$ cat src/rtl/pc_fetch_pkg.sv
// Shared types and constants for the pc_fetch program-counter stage.
package pc_fetch_pkg;

  typedef enum logic [1:0] {
    ST_RUN   = 2'd0,
    ST_STALL = 2'd1,
    ST_HALT  = 2'd2
  } state_e;

  localparam int PC_STEP     = 4;
  localparam int BR_SHIFT    = 2;
  localparam int FETCH_CNT_W = 16;

endpackage

$ cat src/rtl/pc_fetch_if.sv
// Fetch-side bus of pc_fetch. With PC_REDIRECT_TRACE_EN defined, it also
// carries the redirect trace outputs.
interface pc_fetch_if
  import pc_fetch_pkg::*;
#(
  parameter int ADDR_W = 8
);
  logic                   en;
  logic                   branch_taken;
  logic [15:0]            branch_offset;
  logic                   jump;
  logic [25:0]            jump_target;
  logic [31:0]            instr_in;
  logic [ADDR_W-1:0]      pc_addr;
  logic [ADDR_W-1:0]      pc_plus4;
  logic [31:0]            instr_out;
  logic                   instr_valid;
  logic                   halted;
  logic [FETCH_CNT_W-1:0] fetch_count;
`ifdef PC_REDIRECT_TRACE_EN
  logic [ADDR_W-1:0]      last_redirect_pc;
  logic [7:0]             redirect_count;
`endif

  modport master (
    output en, branch_taken, branch_offset, jump, jump_target, instr_in,
`ifdef PC_REDIRECT_TRACE_EN
    input  last_redirect_pc, redirect_count,
`endif
    input  pc_addr, pc_plus4, instr_out, instr_valid, halted, fetch_count
  );

  modport slave (
    input  en, branch_taken, branch_offset, jump, jump_target, instr_in,
`ifdef PC_REDIRECT_TRACE_EN
    output last_redirect_pc, redirect_count,
`endif
    output pc_addr, pc_plus4, instr_out, instr_valid, halted, fetch_count
  );

endinterface

$ cat src/rtl/pc_fetch_next_pc_calc.sv
// Combinational next-PC selection: jump over taken branch over sequential.
module next_pc_calc
  import pc_fetch_pkg::*;
#(
  parameter int ADDR_W = 8
) (
  input  logic [ADDR_W-1:0] i_pc,
  input  logic              i_jump,
  input  logic [25:0]       i_jump_target,
  input  logic              i_branch_taken,
  input  logic [15:0]       i_branch_offset,
  output logic [ADDR_W-1:0] o_next_pc,
  output logic [ADDR_W-1:0] o_pc_plus4
);

  logic [31:0]       w_br_ext;
  logic [27:0]       w_jmp_full;
  logic [ADDR_W-1:0] w_br_target;
  logic              w_unused_bits;

  assign o_pc_plus4  = i_pc + ADDR_W'(PC_STEP);
  assign w_br_ext    = {{16{i_branch_offset[15]}}, i_branch_offset} << BR_SHIFT;
  // All arithmetic is truncated to ADDR_W, so targets wrap around the address space.
  assign w_br_target = o_pc_plus4 + w_br_ext[ADDR_W-1:0];
  assign w_jmp_full  = {i_jump_target, 2'b00};

  always_comb begin
    o_next_pc = o_pc_plus4;
    if (i_jump) begin
      o_next_pc = w_jmp_full[ADDR_W-1:0];
    end else if (i_branch_taken) begin
      o_next_pc = w_br_target;
    end
  end

  assign w_unused_bits = ^{w_br_ext[31:ADDR_W], w_jmp_full[27:ADDR_W]};

endmodule

$ cat src/rtl/pc_fetch.sv
// PC register, run/stall/halt FSM and fetch counter of the MIPS fetch stage.
// Defining PC_REDIRECT_TRACE_EN adds last-redirect PC and redirect-count tracing.
//
// state | meaning
// RUN   | fetching; PC advances whenever en=1
// STALL | en was low; PC, counters and trace hold
// HALT  | next PC reached HALT_ADDR; only rst leaves
module pc_fetch
  import pc_fetch_pkg::*;
#(
  parameter int                ADDR_W    = 8,
  parameter logic [ADDR_W-1:0] RESET_PC  = 8'h00,
  parameter logic [ADDR_W-1:0] HALT_ADDR = 8'h2C
) (
  input  logic     i_clk,
  input  logic     i_rst,
  pc_fetch_if.slave bus
);

  localparam logic [1:0] S_RUN   = ST_RUN;
  localparam logic [1:0] S_STALL = ST_STALL;
  localparam logic [1:0] S_HALT  = ST_HALT;

  logic [1:0]             r_state;
  logic [ADDR_W-1:0]      r_pc;
  logic [FETCH_CNT_W-1:0] r_fetch_count;
  logic [ADDR_W-1:0]      w_next_pc;
  logic [ADDR_W-1:0]      w_pc_plus4;
  logic                   w_load;

  next_pc_calc #(.ADDR_W(ADDR_W)) u_next_pc_calc (
    .i_pc            (r_pc),
    .i_jump          (bus.jump),
    .i_jump_target   (bus.jump_target),
    .i_branch_taken  (bus.branch_taken),
    .i_branch_offset (bus.branch_offset),
    .o_next_pc       (w_next_pc),
    .o_pc_plus4      (w_pc_plus4)
  );

  assign w_load = bus.en && (r_state != S_HALT);

  always_ff @(posedge i_clk) begin
    if (i_rst) begin
      r_state       <= S_RUN;
      r_pc          <= RESET_PC;
      r_fetch_count <= '0;
    end else if (w_load) begin
      r_pc    <= w_next_pc;
      r_state <= (w_next_pc == HALT_ADDR) ? S_HALT : S_RUN;
      // The resume cycle out of STALL moves the PC but is not a counted fetch.
      if ((r_state == S_RUN) && (r_fetch_count != '1)) begin
        r_fetch_count <= r_fetch_count + 1'b1;
      end
    end else if (r_state != S_HALT) begin
      r_state <= S_STALL;
    end
  end

`ifdef PC_REDIRECT_TRACE_EN
  logic [ADDR_W-1:0] r_last_redirect_pc;
  logic [7:0]        r_redirect_count;

  always_ff @(posedge i_clk) begin
    if (i_rst) begin
      r_last_redirect_pc <= '0;
      r_redirect_count   <= '0;
    end else if (w_load && (bus.jump || bus.branch_taken)) begin
      r_last_redirect_pc <= r_pc;
      r_redirect_count   <= r_redirect_count + 8'd1;
    end
  end

  assign bus.last_redirect_pc = r_last_redirect_pc;
  assign bus.redirect_count   = r_redirect_count;
`endif

  assign bus.pc_addr     = r_pc;
  assign bus.pc_plus4    = w_pc_plus4;
  assign bus.instr_out   = bus.instr_in;
  assign bus.instr_valid = (r_state == S_RUN) && bus.en && !i_rst;
  assign bus.halted      = (r_state == S_HALT);
  assign bus.fetch_count = r_fetch_count;

endmodule

$ cat src/flat_wrapper.sv
// flat-port wrapper written by rule: the top's interface ports become plain ports
module pc_fetch_flat import pc_fetch_pkg::*;
#(
  parameter int                ADDR_W    = 8,
  parameter logic [ADDR_W-1:0] RESET_PC  = 8'h00,
  parameter logic [ADDR_W-1:0] HALT_ADDR = 8'h2C
)
  (i_clk, i_rst, bus_en, bus_branch_taken, bus_branch_offset, bus_jump, bus_jump_target, bus_instr_in, bus_pc_addr, bus_pc_plus4, bus_instr_out, bus_instr_valid, bus_halted, bus_fetch_count);
  pc_fetch_if #(.ADDR_W(ADDR_W)) bus_i ();
  input  logic i_clk;
  input  logic i_rst;
  input wire logic [$bits(bus_i.en)-1:0] bus_en;
  input wire logic [$bits(bus_i.branch_taken)-1:0] bus_branch_taken;
  input wire logic [$bits(bus_i.branch_offset)-1:0] bus_branch_offset;
  input wire logic [$bits(bus_i.jump)-1:0] bus_jump;
  input wire logic [$bits(bus_i.jump_target)-1:0] bus_jump_target;
  input wire logic [$bits(bus_i.instr_in)-1:0] bus_instr_in;
  output wire logic [$bits(bus_i.pc_addr)-1:0] bus_pc_addr;
  output wire logic [$bits(bus_i.pc_plus4)-1:0] bus_pc_plus4;
  output wire logic [$bits(bus_i.instr_out)-1:0] bus_instr_out;
  output wire logic [$bits(bus_i.instr_valid)-1:0] bus_instr_valid;
  output wire logic [$bits(bus_i.halted)-1:0] bus_halted;
  output wire logic [$bits(bus_i.fetch_count)-1:0] bus_fetch_count;
  assign bus_i.en = bus_en;
  assign bus_i.branch_taken = bus_branch_taken;
  assign bus_i.branch_offset = bus_branch_offset;
  assign bus_i.jump = bus_jump;
  assign bus_i.jump_target = bus_jump_target;
  assign bus_i.instr_in = bus_instr_in;
  assign bus_pc_addr = bus_i.pc_addr;
  assign bus_pc_plus4 = bus_i.pc_plus4;
  assign bus_instr_out = bus_i.instr_out;
  assign bus_instr_valid = bus_i.instr_valid;
  assign bus_halted = bus_i.halted;
  assign bus_fetch_count = bus_i.fetch_count;
  pc_fetch #(.ADDR_W(ADDR_W), .RESET_PC(RESET_PC), .HALT_ADDR(HALT_ADDR)) u_core (.i_clk(i_clk), .i_rst(i_rst), .bus(bus_i));
endmodule
$ cat config.mk
export PLATFORM = sky130hd
export DESIGN_NAME = pc_fetch_flat
export DESIGN_NICKNAME = d
export VERILOG_FILES = /design/src/rtl/pc_fetch_pkg.sv /design/src/rtl/pc_fetch_if.sv /design/src/rtl/pc_fetch_next_pc_calc.sv /design/src/rtl/pc_fetch.sv /design/src/flat_wrapper.sv
export SDC_FILE = /design/constraint.sdc
export NUM_CORES = 1
export LEC_CHECK = 0
export ABC_AREA = 1
export CAP_MARGIN = 20
export CORE_MARGIN = 2
export CORE_UTILIZATION = 36
export CTS_CLUSTER_DIAMETER = 40
export DETAILED_ROUTE_END_ITERATION = 8
export PLACE_DENSITY = 0.92
export RECOVER_POWER = 50
export SLEW_MARGIN = 20
export SYNTH_ARGS = -nofsm -noshare
export SYNTH_HDL_FRONTEND = slang
export SYNTH_SLANG_ARGS = --single-unit
$ cat constraint.sdc
create_clock -name i_clk -period 2.15 [get_ports i_clk]
set_input_delay 0.3225 -clock i_clk [delete_from_list [all_inputs] [get_ports i_clk]]
set_output_delay 0.3225 -clock i_clk [all_outputs]
set_load 0.02 [all_outputs]
Word level (Yosys, flattened, before mapping)
Cells that the tools add are included.
Widths: inputs -> output; s select.
- output and inout bits: 66
- input bits: 79
- logic and storage cells: 23
- register bits: 26
- add/sub/neg operators: 3
- eq/ne operators: 4
- multiplexer cells: 5
- reduce and logical (&&, ||, !) cells: 8
- operators by type and width (cell ; count):
    $add 16x1->16 const B ; 1
    $mux 8 ; 2
    $ne 16x16->1 const B ; 1
    $add 8x3->8 const B ; 1
    $add 8x8->8 ; 1
    $eq 8x6->1 const B ; 1
    $mux 2 ; 3
    $logic_and 1x1->1 ; 4
    $eq 2x2->1 const B ; 1
    $logic_not 2->1 ; 1
    $ne 2x2->1 const B ; 1
    $reduce_and 2->1 ; 1
    $reduce_bool 2->1 ; 1
    $logic_not 1->1 ; 1

Logic depth before layout (Yosys ltp)
Gate-level depths: netlist (run 1).
- word-level depth: 7
- gate-level depth with buffers: 17
- mapped depth without buffers: 17

Hierarchy
Synthesis (run 1) repeated with hierarchy kept, for this count alone.
- cells, all modules: 288
- area, all modules: 1919.3 µm²
- modules (own cells, without submodules) (module ; instances ; area each (µm²) ; sequential area each (µm²) ; cells an instance):
    pc_fetch ; 1 ; 1455.1 ; 520.5 ; 208
    next_pc_calc ; 1 ; 464.2 ; 0.0 ; 80

Worst setup path after synthesis (run 1)
OpenSTA, ideal clock, no wires.
- kind: flip-flop to flip-flop
- from: register u_core.r_pc[2], in the netlist u_core.bus.pc_addr[2]
- to: register u_core.r_state[1]
- arrival: 2.184 ns
- buffers on the path: 0
- setup slack: -0.177 ns
- stages on the path, launching flop included: 14
- setup time: 0.143 ns
- data required time: 2.007 ns
- period minus slack after synthesis: 2.327 ns
- path through: dfxtp_1 > ha_1 > nand2_1 > o21ai_0 > nand2_1 > ha_1 > a21oi_1 > nand2_1 > nand2_1 > nand3_1 > nand2_1 > nand3_1 > nand3_1 > a21oi_1
- cells in the longest elaborated chain, start to end: 7
- RTL lines (what ; RTL line ; source):
    start: declaration ; pc_fetch.sv:25 ; logic [ADDR_W-1:0] r_pc;
    start signal: assignment ; pc_fetch.sv:49 ; r_pc <= w_next_pc;
    $add 8x3->8 (*) ; pc_fetch_next_pc_calc.sv:21 ; assign o_pc_plus4 = i_pc + ADDR_W'(PC_STEP);
    named net bus_pc_plus4[6] ; flat_wrapper.sv:19 ; output wire logic [$bits(bus_i.pc_plus4)-1:0] bus_pc_plus4;
    $add 8x8->8 ; pc_fetch_next_pc_calc.sv:24 ; assign w_br_target = o_pc_plus4 + w_br_ext[ADDR_W-1:0];
    $mux 8 (*) ; pc_fetch_next_pc_calc.sv:31 ; end else if (i_branch_taken) begin
    $mux 8 (*) ; pc_fetch_next_pc_calc.sv:29 ; if (i_jump) begin
    $eq 8x6->1 (*) ; pc_fetch.sv:50 ; r_state <= (w_next_pc == HALT_ADDR) ? S_HALT : S_RUN;
    $mux 2 (*) ; pc_fetch.sv:50 ;
    $mux 2 (*) ; pc_fetch.sv:48 ; end else if (w_load) begin
    end signal: assignment ; pc_fetch.sv:50 ;
    end: declaration ; pc_fetch.sv:24 ; logic [1:0] r_state;
The timed path passes the listed nets; every way through them passes the cells marked *.
A chain may end at the register's enable or synchronous reset.

Final worst setup path (run 1)
- from: register u_core.r_pc[2], in the netlist u_core.bus.pc_addr[2]
- to: register u_core.r_state[1]
- cells in the longest elaborated chain, start to end: 7
- RTL lines (what ; RTL line):
    $add 8x3->8 (*) ; pc_fetch_next_pc_calc.sv:21
    $add 8x8->8 ; pc_fetch_next_pc_calc.sv:24
    $mux 8 (*) ; pc_fetch_next_pc_calc.sv:31
    $mux 8 (*) ; pc_fetch_next_pc_calc.sv:29
    $eq 8x6->1 (*) ; pc_fetch.sv:50
    $mux 2 (*) ; pc_fetch.sv:50
    $mux 2 (*) ; pc_fetch.sv:48
Every way passes the cells marked *; elsewhere a longest branch is shown, timed or not.

==> results.toml, run 1 <==
[status]
status = "finished clean"

[layout]
nets = 433
stdcell_area_um2 = 2648
fillers = 564
final_layout_size_suffix_gt1_share_pct = 15.65
seqCellArea_um2 = 526.8
antenna_cells = 0
area_growth_pct = 26.03
final_cell_count_no_fill = 417
multi_input_area_um2 = 1179

[global_route]
antenna_found_initial = 0
grt-ovfl-total = 0
grt_max_degree = 22
grtUsageTotal_pct = 15.56
first_global_vias = 1971
grt_pass1_wl_um = 8224

[logic_synthesis]
synth_flop_cell = "dfxtp_1"
synth_top_area_cell = "dfxtp_1"
yosys_warnings = 0
synth_edf_count = 0
yosysSeqAreaShare_pct = 24.78
synth-seq-cells = 26
yosysTopAreaCellShare_pct = 24.78
synthArstFlopShare_pct = 0
synth_most_common_cell = "nand2_1"
synthCells = 318
synth.top_cells.by_count = "nand2_1, inv_1, buf_4"
synthTopCellsByArea = "dfxtp_1, nand2_1, buf_4"
syn_area_um2 = 2101
syn_nets = 405
syn_area_per_cell_um2 = 6.606
synth.distinct_cells = 31

[detailed_routing]
viasPerCell = 4.928
wl_per_cell_um = 12.33
drtIter0Drc = 131
routed_wirelength_um = 5142
first_pass_iters = 4
detail-route-antenna-nets = 0
remaining_drc_errors = 0
routed-via-count = 2055

[min_path]
min_path_type = "flop to flop"

[power]
leakage_nw = 1.120
powerDensity_nw_per_um2 = 457.9
vdd_ir_drop_max_v = 0.0002140

[floorplanning]
core_um2 = 5574
fp.dieH_um = 80.39
start_util_pct = 37.69
die-area_um2 = 6463
die_width_um = 80.39
io_pins = 145
rows = 27

[setup_path]
slowest_stage = "fa_1"
worst_setup_path_start_kind = "flop"
critPathMaxFanout = 6
cp-end-kind = "flop"
crit_required_ps = 2360
crit_path_cell_trace = "inv_1 > ha_2 > fa_1 > nand2_1 > nand2_1 > nor2_1 > nor2_1 > nand2_1 > nor2_1 > nand3_1 > nor2_2 > nand3_2 > a21oi_2"
path_class = "flop to flop"
worstPathArrival_ps = 2320
max_stage_delay_ps = 480

[place]
place_hpwl_um = 3933
dp_cells = 409
portBuffers = 50
gp_congestion = 0.9139
placed_area_um2 = 2479

[sta]
hold_viol = 0
rsz0062_at_grt = "yes"
finalSetupViolations = 0
worst_pin_slew_ps = 483.3
clock_skew_ps = 2.143
timing.final.crit_share_pct = 98.13
final.min_clock_period_ps = 2110
slew_headroom_pct = 67.48
drv_slew = 0
max_freq_ghz = 0.4740
finalHoldWorstSlack_ps = 493.6

[flow_run]
maxCapViolations = 0

[cts]
cts_tree = "yes"
cts_buffers = 3
clk_pin_slew_ps = 90
clkLatencyLatePin_ps = 270
root_buffer = "clkbuf_8"
cts_buffer_depth = 2
htree_levels = 1
clkSinkCount = 26
[area by class of cell]
class,count,area share [%]
clock buffer,4,2.079
tap,72,3.403
inverter,50,7.089
sequential,26,19.90
multi-input combinational,201,44.52
timing repair buffer,64,23.02
[registers in the layout (all words and copies together), names as in the netlist]
register	count
u_core.bus.pc_addr	8
u_core.bus.fetch_count	16
u_core.r_state	2
[cells in the final DEF, fill, tap and decap left out, types with 2 or more instances in the layout]
cell / n
dfxtp_1: 23
inv_1: 48
a21oi_1: 13
nor3_1: 8
nand3_2: 4
xor2_1: 11
nand2_2: 5
a21oi_2: 10
inv_2: 2
ha_1: 2
dlymetal6s2s_1: 2
ha_4: 4
dfxtp_2: 2
nor2_1: 20
buf_4: 14
nor4_1: 3
nand2_1: 72
o21ai_0: 6
nand4_1: 4
nand3_1: 26
nor3_2: 2
clkbuf_8: 4
clkdlybuf4s50_1: 47
[final timing paths]
kind                         startpoint               endpoint  slack (ps)  cells past startpoint
hold / removal    u_core.bus.pc_addr[1]  u_core.bus.pc_addr[1]         490                      2
hold reg to reg   u_core.bus.pc_addr[1]  u_core.bus.pc_addr[1]         490                      2
setup / recovery  u_core.bus.pc_addr[2]      u_core.r_state[1]          40                     13
setup reg to reg  u_core.bus.pc_addr[2]      u_core.r_state[1]          40                     13
[report_power, final]
| part | internal (mW) | total, mW | switching [mW] | leakage [nW] |
|---|---|---|---|---|
| clock network | 0.164 | 0.312 | 0.148 | 0.0288 |
| registers | 0.497 | 0.516 | 0.0186 | 0.213 |
| logic | 0.176 | 0.384 | 0.208 | 0.879 |
| total | 0.837 | 1.21 | 0.375 | 1.12 |
[what timing repair did]
item,in CTS,in global routing
hold buffers,0,0
setup endpoints to repair,4,19
pin swaps,0,3
buffers inserted,0,4
gates resized for setup,2,18
[critical path: cells and delay by family, from the launching register on]
kind,cells,cell delay (ps)
and+or+nand+nor,9,740
adders and majority gates,2,680
DFF,1,400
AOI/OAI and AO/OA,1,140
buffers and inverters,1,90
[cell families after synthesis]
| family | count (synthesis) | share of synthesized area (%) |
|---|---|---|
| AO/OA/AOI/OAI | 33 | 9.708 |
| XOR/XNOR | 12 | 5.003 |
| adder cells (fa/ha/maj) | 8 | 5.122 |
| buffers and inverters | 91 | 23.59 |
| flip-flops | 26 | 24.78 |
| AND/OR/NAND/NOR | 148 | 31.81 |
[per-stage QoR]
stage | util, % | setup WS, ps | TNS [ps] | total power [mW]
after floorplan | - | 29.60 | 0 | 0.8205
after CTS | 45.43 | 7.180 | 0 | 1.188
after global routing | 47.50 | -82.33 | -117.0 | 1.289
after global placement | 44.47 | -146.8 | -213.4 | 0.8620
final | 47.50 | 40.11 | 0 | 1.212
after detailed placement | 44.47 | -177.0 | -279.5 | 0.8727
[metal layers]
metal	track usage [%]	share of wire, %
met1	18.23	43
met2	28.42	50
met3	2.584	6.6
met4	5.254	1.1
met5	0	0
No activity file was read; power rests on OpenSTA's default activity.
==> run 2, diff against run 1 <==
--- a/config.mk
+++ b/config.mk
@@ -10,9 +10,11 @@
 export CORE_MARGIN = 2
 export CORE_UTILIZATION = 36
 export CTS_CLUSTER_DIAMETER = 40
+export CTS_CLUSTER_SIZE = 16
 export DETAILED_ROUTE_END_ITERATION = 8
 export PLACE_DENSITY = 0.92
 export RECOVER_POWER = 50
+export SKIP_CTS_REPAIR_TIMING = 1
 export SLEW_MARGIN = 20
 export SYNTH_ARGS = -nofsm -noshare
 export SYNTH_HDL_FRONTEND = slang
==> run 2 against run 1 <==
Effect of this change:
- clock-buffer cell count unchanged
- sequential share of layout area grew 0.55 points
- first-iteration DRC count fell by 12%
- largest power group unchanged
- highest routed layer unchanged
- routed wire length decreased by 3.1%
- sequential power about the same
==> results.toml, run 2 (synthesis results as in run 1) <==
[layout]
fin_util_pct = 46.22
area_growth_pct = 22.63
antenna_cells = 0
final_common_cell = "nand2_1"
fillers = 570
final_cell_mix = "nand2_1, inv_1, clkdlybuf4s50_1, nand3_1, dfxtp_1"
final_cell_count_no_fill = 415
nets = 431
multi_input_area_um2 = 1121
seqCellArea_um2 = 526.8
largest_reg_flops = 16
final_layout_size_suffix_gt1_share_pct = 12.83

[floorplanning]
io_pins = 145
fp.dieH_um = 80.39
die_width_um = 80.39
rows = 27
die-area_um2 = 6463
start_util_pct = 37.69
core_um2 = 5574

[sta]
final.min_clock_period_ps = 2095
max_freq_ghz = 0.4773
hold_viol = 0
setup_slack_ps = 54.97
finalSetupViolations = 0
rsz0062_at_grt = "yes"
worst_pin_slew_ps = 486.2
clock_skew_ps = 2.288
slew_headroom_pct = 67.29
timing.final.crit_share_pct = 97.44
drv_slew = 0

[power]
p_sw_mw = 0.3655
powerDensity_nw_per_um2 = 460.6
p_sw_share_pct = 30.80
p_int_mw = 0.8211
p_comb_share_pct = 30.4
clock_power_share_pct = 26.3
leakage_nw = 1.132
vdd_ir_drop_max_v = 0.0002147
finalPower_mw = 1.187
seqPwrFrac_pct = 43.4

[place]
dp_cells = 409
place_hpwl_um = 3933
dp_slack_ps = -177.0
portBuffers = 50
gp_congestion = 0.9139

[cts]
htree_levels = 1
cts_buffers = 3
cts_buffer_depth = 2
clkLatencyLatePin_ps = 270
cts_tree = "yes"
clkSinkCount = 26
clk_pin_slew_ps = 90
root_buffer = "clkbuf_8"

[detailed_routing]
detail-route-antenna-nets = 0
routed-via-count = 2032
viasPerCell = 4.896
drtIter0Drc = 115
first_pass_iters = 4
remaining_drc_errors = 0
wl_per_cell_um = 12.00
routed_wirelength_um = 4982

[min_path]
min_path_type = "flop to flop"

[status]
status = "finished clean"

[setup_path]
cp-end-kind = "flop"
crit_required_ps = 2350
path_class = "flop to flop"
worst_setup_path_start_kind = "flop"
critPathMaxFanout = 6
worstPathArrival_ps = 2300

[global_route]
antenna_found_initial = 0
first_global_vias = 1971
grtUsageTotal_pct = 15.56
grt-ovfl-total = 0
grt_max_degree = 22
grt_pass1_wl_um = 8224

[flow_run]
maxCapViolations = 0
run 2: worst paths after layout:
path | startpoint | end | slack, ps | depth (start not counted)
max | u_core.bus.pc_addr[2] | u_core.r_state[1] | 50 | 15
min | u_core.bus.pc_addr[1] | u_core.bus.pc_addr[1] | 490 | 2
max reg2reg | u_core.bus.pc_addr[2] | u_core.r_state[1] | 50 | 15
min reg2reg | u_core.bus.pc_addr[1] | u_core.bus.pc_addr[1] | 490 | 2
run 2: layer usage:
layer | part of all wire (%) | GRT usage (%)
met1 | 43 | 18.23
met3 | 7.2 | 2.584
met2 | 49 | 28.42
met4 | 1.1 | 5.254
met5 | 0 | 0
run 2: final cells by class:
| cell class | count | area share, % |
|---|---|---|
| clock buffers | 4 | 2.137 |
| multi-input cells | 201 | 43.52 |
| flip-flops and latches | 26 | 20.45 |
| repair buffers | 62 | 23.12 |
| well taps | 72 | 3.497 |
| inverters | 50 | 7.285 |
run 2: worst max-delay path, cell delays in order, from the launching register on:
cell and delay (ps):
dfxtp_4 390, buf_4 120, buf_4 100, nand4_1 80
nand2_1 80, inv_1 50, ha_1 330, a21oi_1 180
nand2_1 70, nand2_1 60, nand3_1 70, nand3_1 80
nand2_1 80, nor2_1 120, nand3_1 80, a21oi_1 130
run 2: per-stage QoR:
stage	hold WS (ps)	setup TNS, ps	cell area (um2)
floorplan	401.8	0	2121
global placement	484.5	-213.4	2479
detailed placement	491.5	-279.5	2479
CTS	505.4	-268.3	2534
global route	540.8	-185.9	2576
finish	488.2	0	2576
run 2: power by group through the flow:
| stage | Sequential (mW) | Combinational [mW] | Clock (mW) |
|---|---|---|---|
| floorplan | 0.540 | 0.281 | 0 |
| global placement | 0.524 | 0.338 | 0 |
| detailed placement | 0.525 | 0.347 | 0 |
| CTS | 0.514 | 0.349 | 0.325 |
| global route | 0.517 | 0.400 | 0.345 |
| finish | 0.514 | 0.360 | 0.312 |
==> run 3, diff against run 2 <==
--- a/config.mk
+++ b/config.mk
@@ -12,6 +12,7 @@
 export CTS_CLUSTER_DIAMETER = 40
 export CTS_CLUSTER_SIZE = 16
 export DETAILED_ROUTE_END_ITERATION = 8
+export MAX_ROUTING_LAYER = met4
 export PLACE_DENSITY = 0.92
 export RECOVER_POWER = 50
 export SKIP_CTS_REPAIR_TIMING = 1
==> run 3 against run 2 <==
Effect of this change:
- routed wire length is 1.8% higher
- sequential share of layout area is 0.42 points lower
- clock skew is 0.61 ps higher
- core utilization is 0.97 points higher
- combinational power is 5% higher
- setup slack better by 30 ps
- via count is 0.54% lower
- die area stayed put
- critical path depth is 10 lower
- first-iteration DRC count is 42% lower
- sequential power hardly changed
- total power is 2.0% higher
- critical endpoint is now bus_pc_plus4[4]
==> results.toml, run 3 (synthesis results as in run 1) <==
[power]
powerDensity_nw_per_um2 = 460.3
p_int_mw = 0.8348
seqPwrFrac_pct = 42.7
vdd_ir_drop_max_v = 0.0002213
leakage_nw = 1.121
p_sw_mw = 0.3756
finalPower_mw = 1.210
p_comb_share_pct = 31.2
p_sw_share_pct = 31.03
clock_power_share_pct = 26.1

[sta]
slew_headroom_pct = 69.57
worst_pin_slew_ps = 452.2
timing.final.crit_share_pct = 96.07
rsz0062_at_grt = "yes"
clock_skew_ps = 2.897
setup_slack_ps = 84.59
drv_slew = 0
max_freq_ghz = 0.4842
final.min_clock_period_ps = 2065
hold_viol = 0
finalSetupViolations = 0

[detailed_routing]
remaining_drc_errors = 0
wl_per_cell_um = 12.19
viasPerCell = 4.858
routed-via-count = 2021
routed_wirelength_um = 5073
detail-route-antenna-nets = 0
first_pass_iters = 4
drtIter0Drc = 67

[setup_path]
path_class = "flop to output pin"
critPathMaxFanout = 6
worstPathArrival_ps = 1740
cp-end-kind = "output pin"
crit_required_ps = 1830
worst_setup_path_start_kind = "flop"
rr_worst_depth = 15

[floorplanning]
io_pins = 145
rows = 27
core_um2 = 5574
start_util_pct = 37.69
fp.dieH_um = 80.39
die-area_um2 = 6463
die_width_um = 80.39

[cts]
clkSinkCount = 26
clk_pin_slew_ps = 90
clkLatencyLatePin_ps = 270
root_buffer = "clkbuf_8"
cts_tree = "yes"
htree_levels = 1
cts_buffers = 3
cts_buffer_depth = 2

[layout]
final_layout_size_suffix_gt1_share_pct = 14.83
final_common_cell = "nand2_1"
seqCellArea_um2 = 526.8
area_growth_pct = 25.19
antenna_cells = 0
multi_input_area_um2 = 1167
largest_reg_flops = 16
fillers = 554
nets = 432
final_cell_mix = "nand2_1, inv_1, clkdlybuf4s50_1, nand3_1, dfxtp_1"
fin_util_pct = 47.18

[status]
status = "finished clean"

[place]
place_hpwl_um = 4005
portBuffers = 50
dp_slack_ps = -181.5
gp_congestion = 0.9233

[global_route]
first_global_vias = 1935
antenna_found_initial = 0
grt-ovfl-total = 0
grt_pass1_wl_um = 8114
grt_max_degree = 22
grtUsageTotal_pct = 15.84

[flow_run]
maxCapViolations = 0

[min_path]
min_path_type = "flop to flop"
worstHoldPathCells = 2
-- run 3: changes by cell type in the layout (fill, tap and decap cells not counted), moves of 3 or more --
| cell | delta |
|---|---|
| ha_1 | -3 |
| ha_4 | +3 |
| dlygate4sd3_1 | -5 |
| clkdlybuf4s50_1 | +5 |
-- run 3: critical path, stage by stage (launching register included) --
cell	delay [ps]
dfxtp_4	380
ha_4	160
nand2_1	90
nand2_1	80
inv_1	130
clkdlybuf4s50_1	620
-- run 3: path summary, 6_finish.rpt --
kind	start	slack (ps)	end
worst max-delay path	u_core.bus.pc_addr[2]	80	bus_pc_plus4[4]
worst min-delay path	u_core.bus.pc_addr[1]	500	u_core.bus.pc_addr[1]
worst max register to register	u_core.bus.pc_addr[2]	90	u_core.r_state[1]
worst min register to register	u_core.bus.pc_addr[1]	500	u_core.bus.pc_addr[1]
-- run 3: area by class of cell --
cell class / instances / share of cell area, %
Clock buffer: 4 / 2.093
Timing Repair Buffer: 63 / 22.93
Tap cell: 72 / 3.425
Sequential cell: 26 / 20.03
Multi-Input combinational cell: 201 / 44.39
Inverter: 50 / 7.136
-- run 3: power by group through the flow --
stage | Combinational [mW] | Clock [mW] | Sequential, mW
finish | 0.378 | 0.316 | 0.517
global route | 0.419 | 0.346 | 0.519
CTS | 0.352 | 0.323 | 0.515
detailed placement | 0.350 | 0 | 0.526
global placement | 0.338 | 0 | 0.525
floorplan | 0.281 | 0 | 0.540
-- run 3: through the flow --
step | std cells | TNS (ps) | cell area, um2 | hold slack [ps]
floorplan | 318 | 0 | 2121 | 401.8
global placement | 409 | -223.3 | 2479 | 484.5
detailed placement | 409 | -331.4 | 2479 | 494.6
CTS | 413 | -286.9 | 2534 | 506.7
global route | 416 | -70.85 | 2630 | 532.9
finish | 416 | 0 | 2630 | 498.4
-- run 3: metal layers --
layer  wire, um  part of all wire, %  global-route usage [%]  vias up
met1       2206                   43                   18.18      918
met2       2494                   49                   28.17       76
li1           -                    -                       -     1018
met4         70                  1.4                   5.085        0
met3        303                  6.0                   2.472        9
met5          0                    0                       -        -
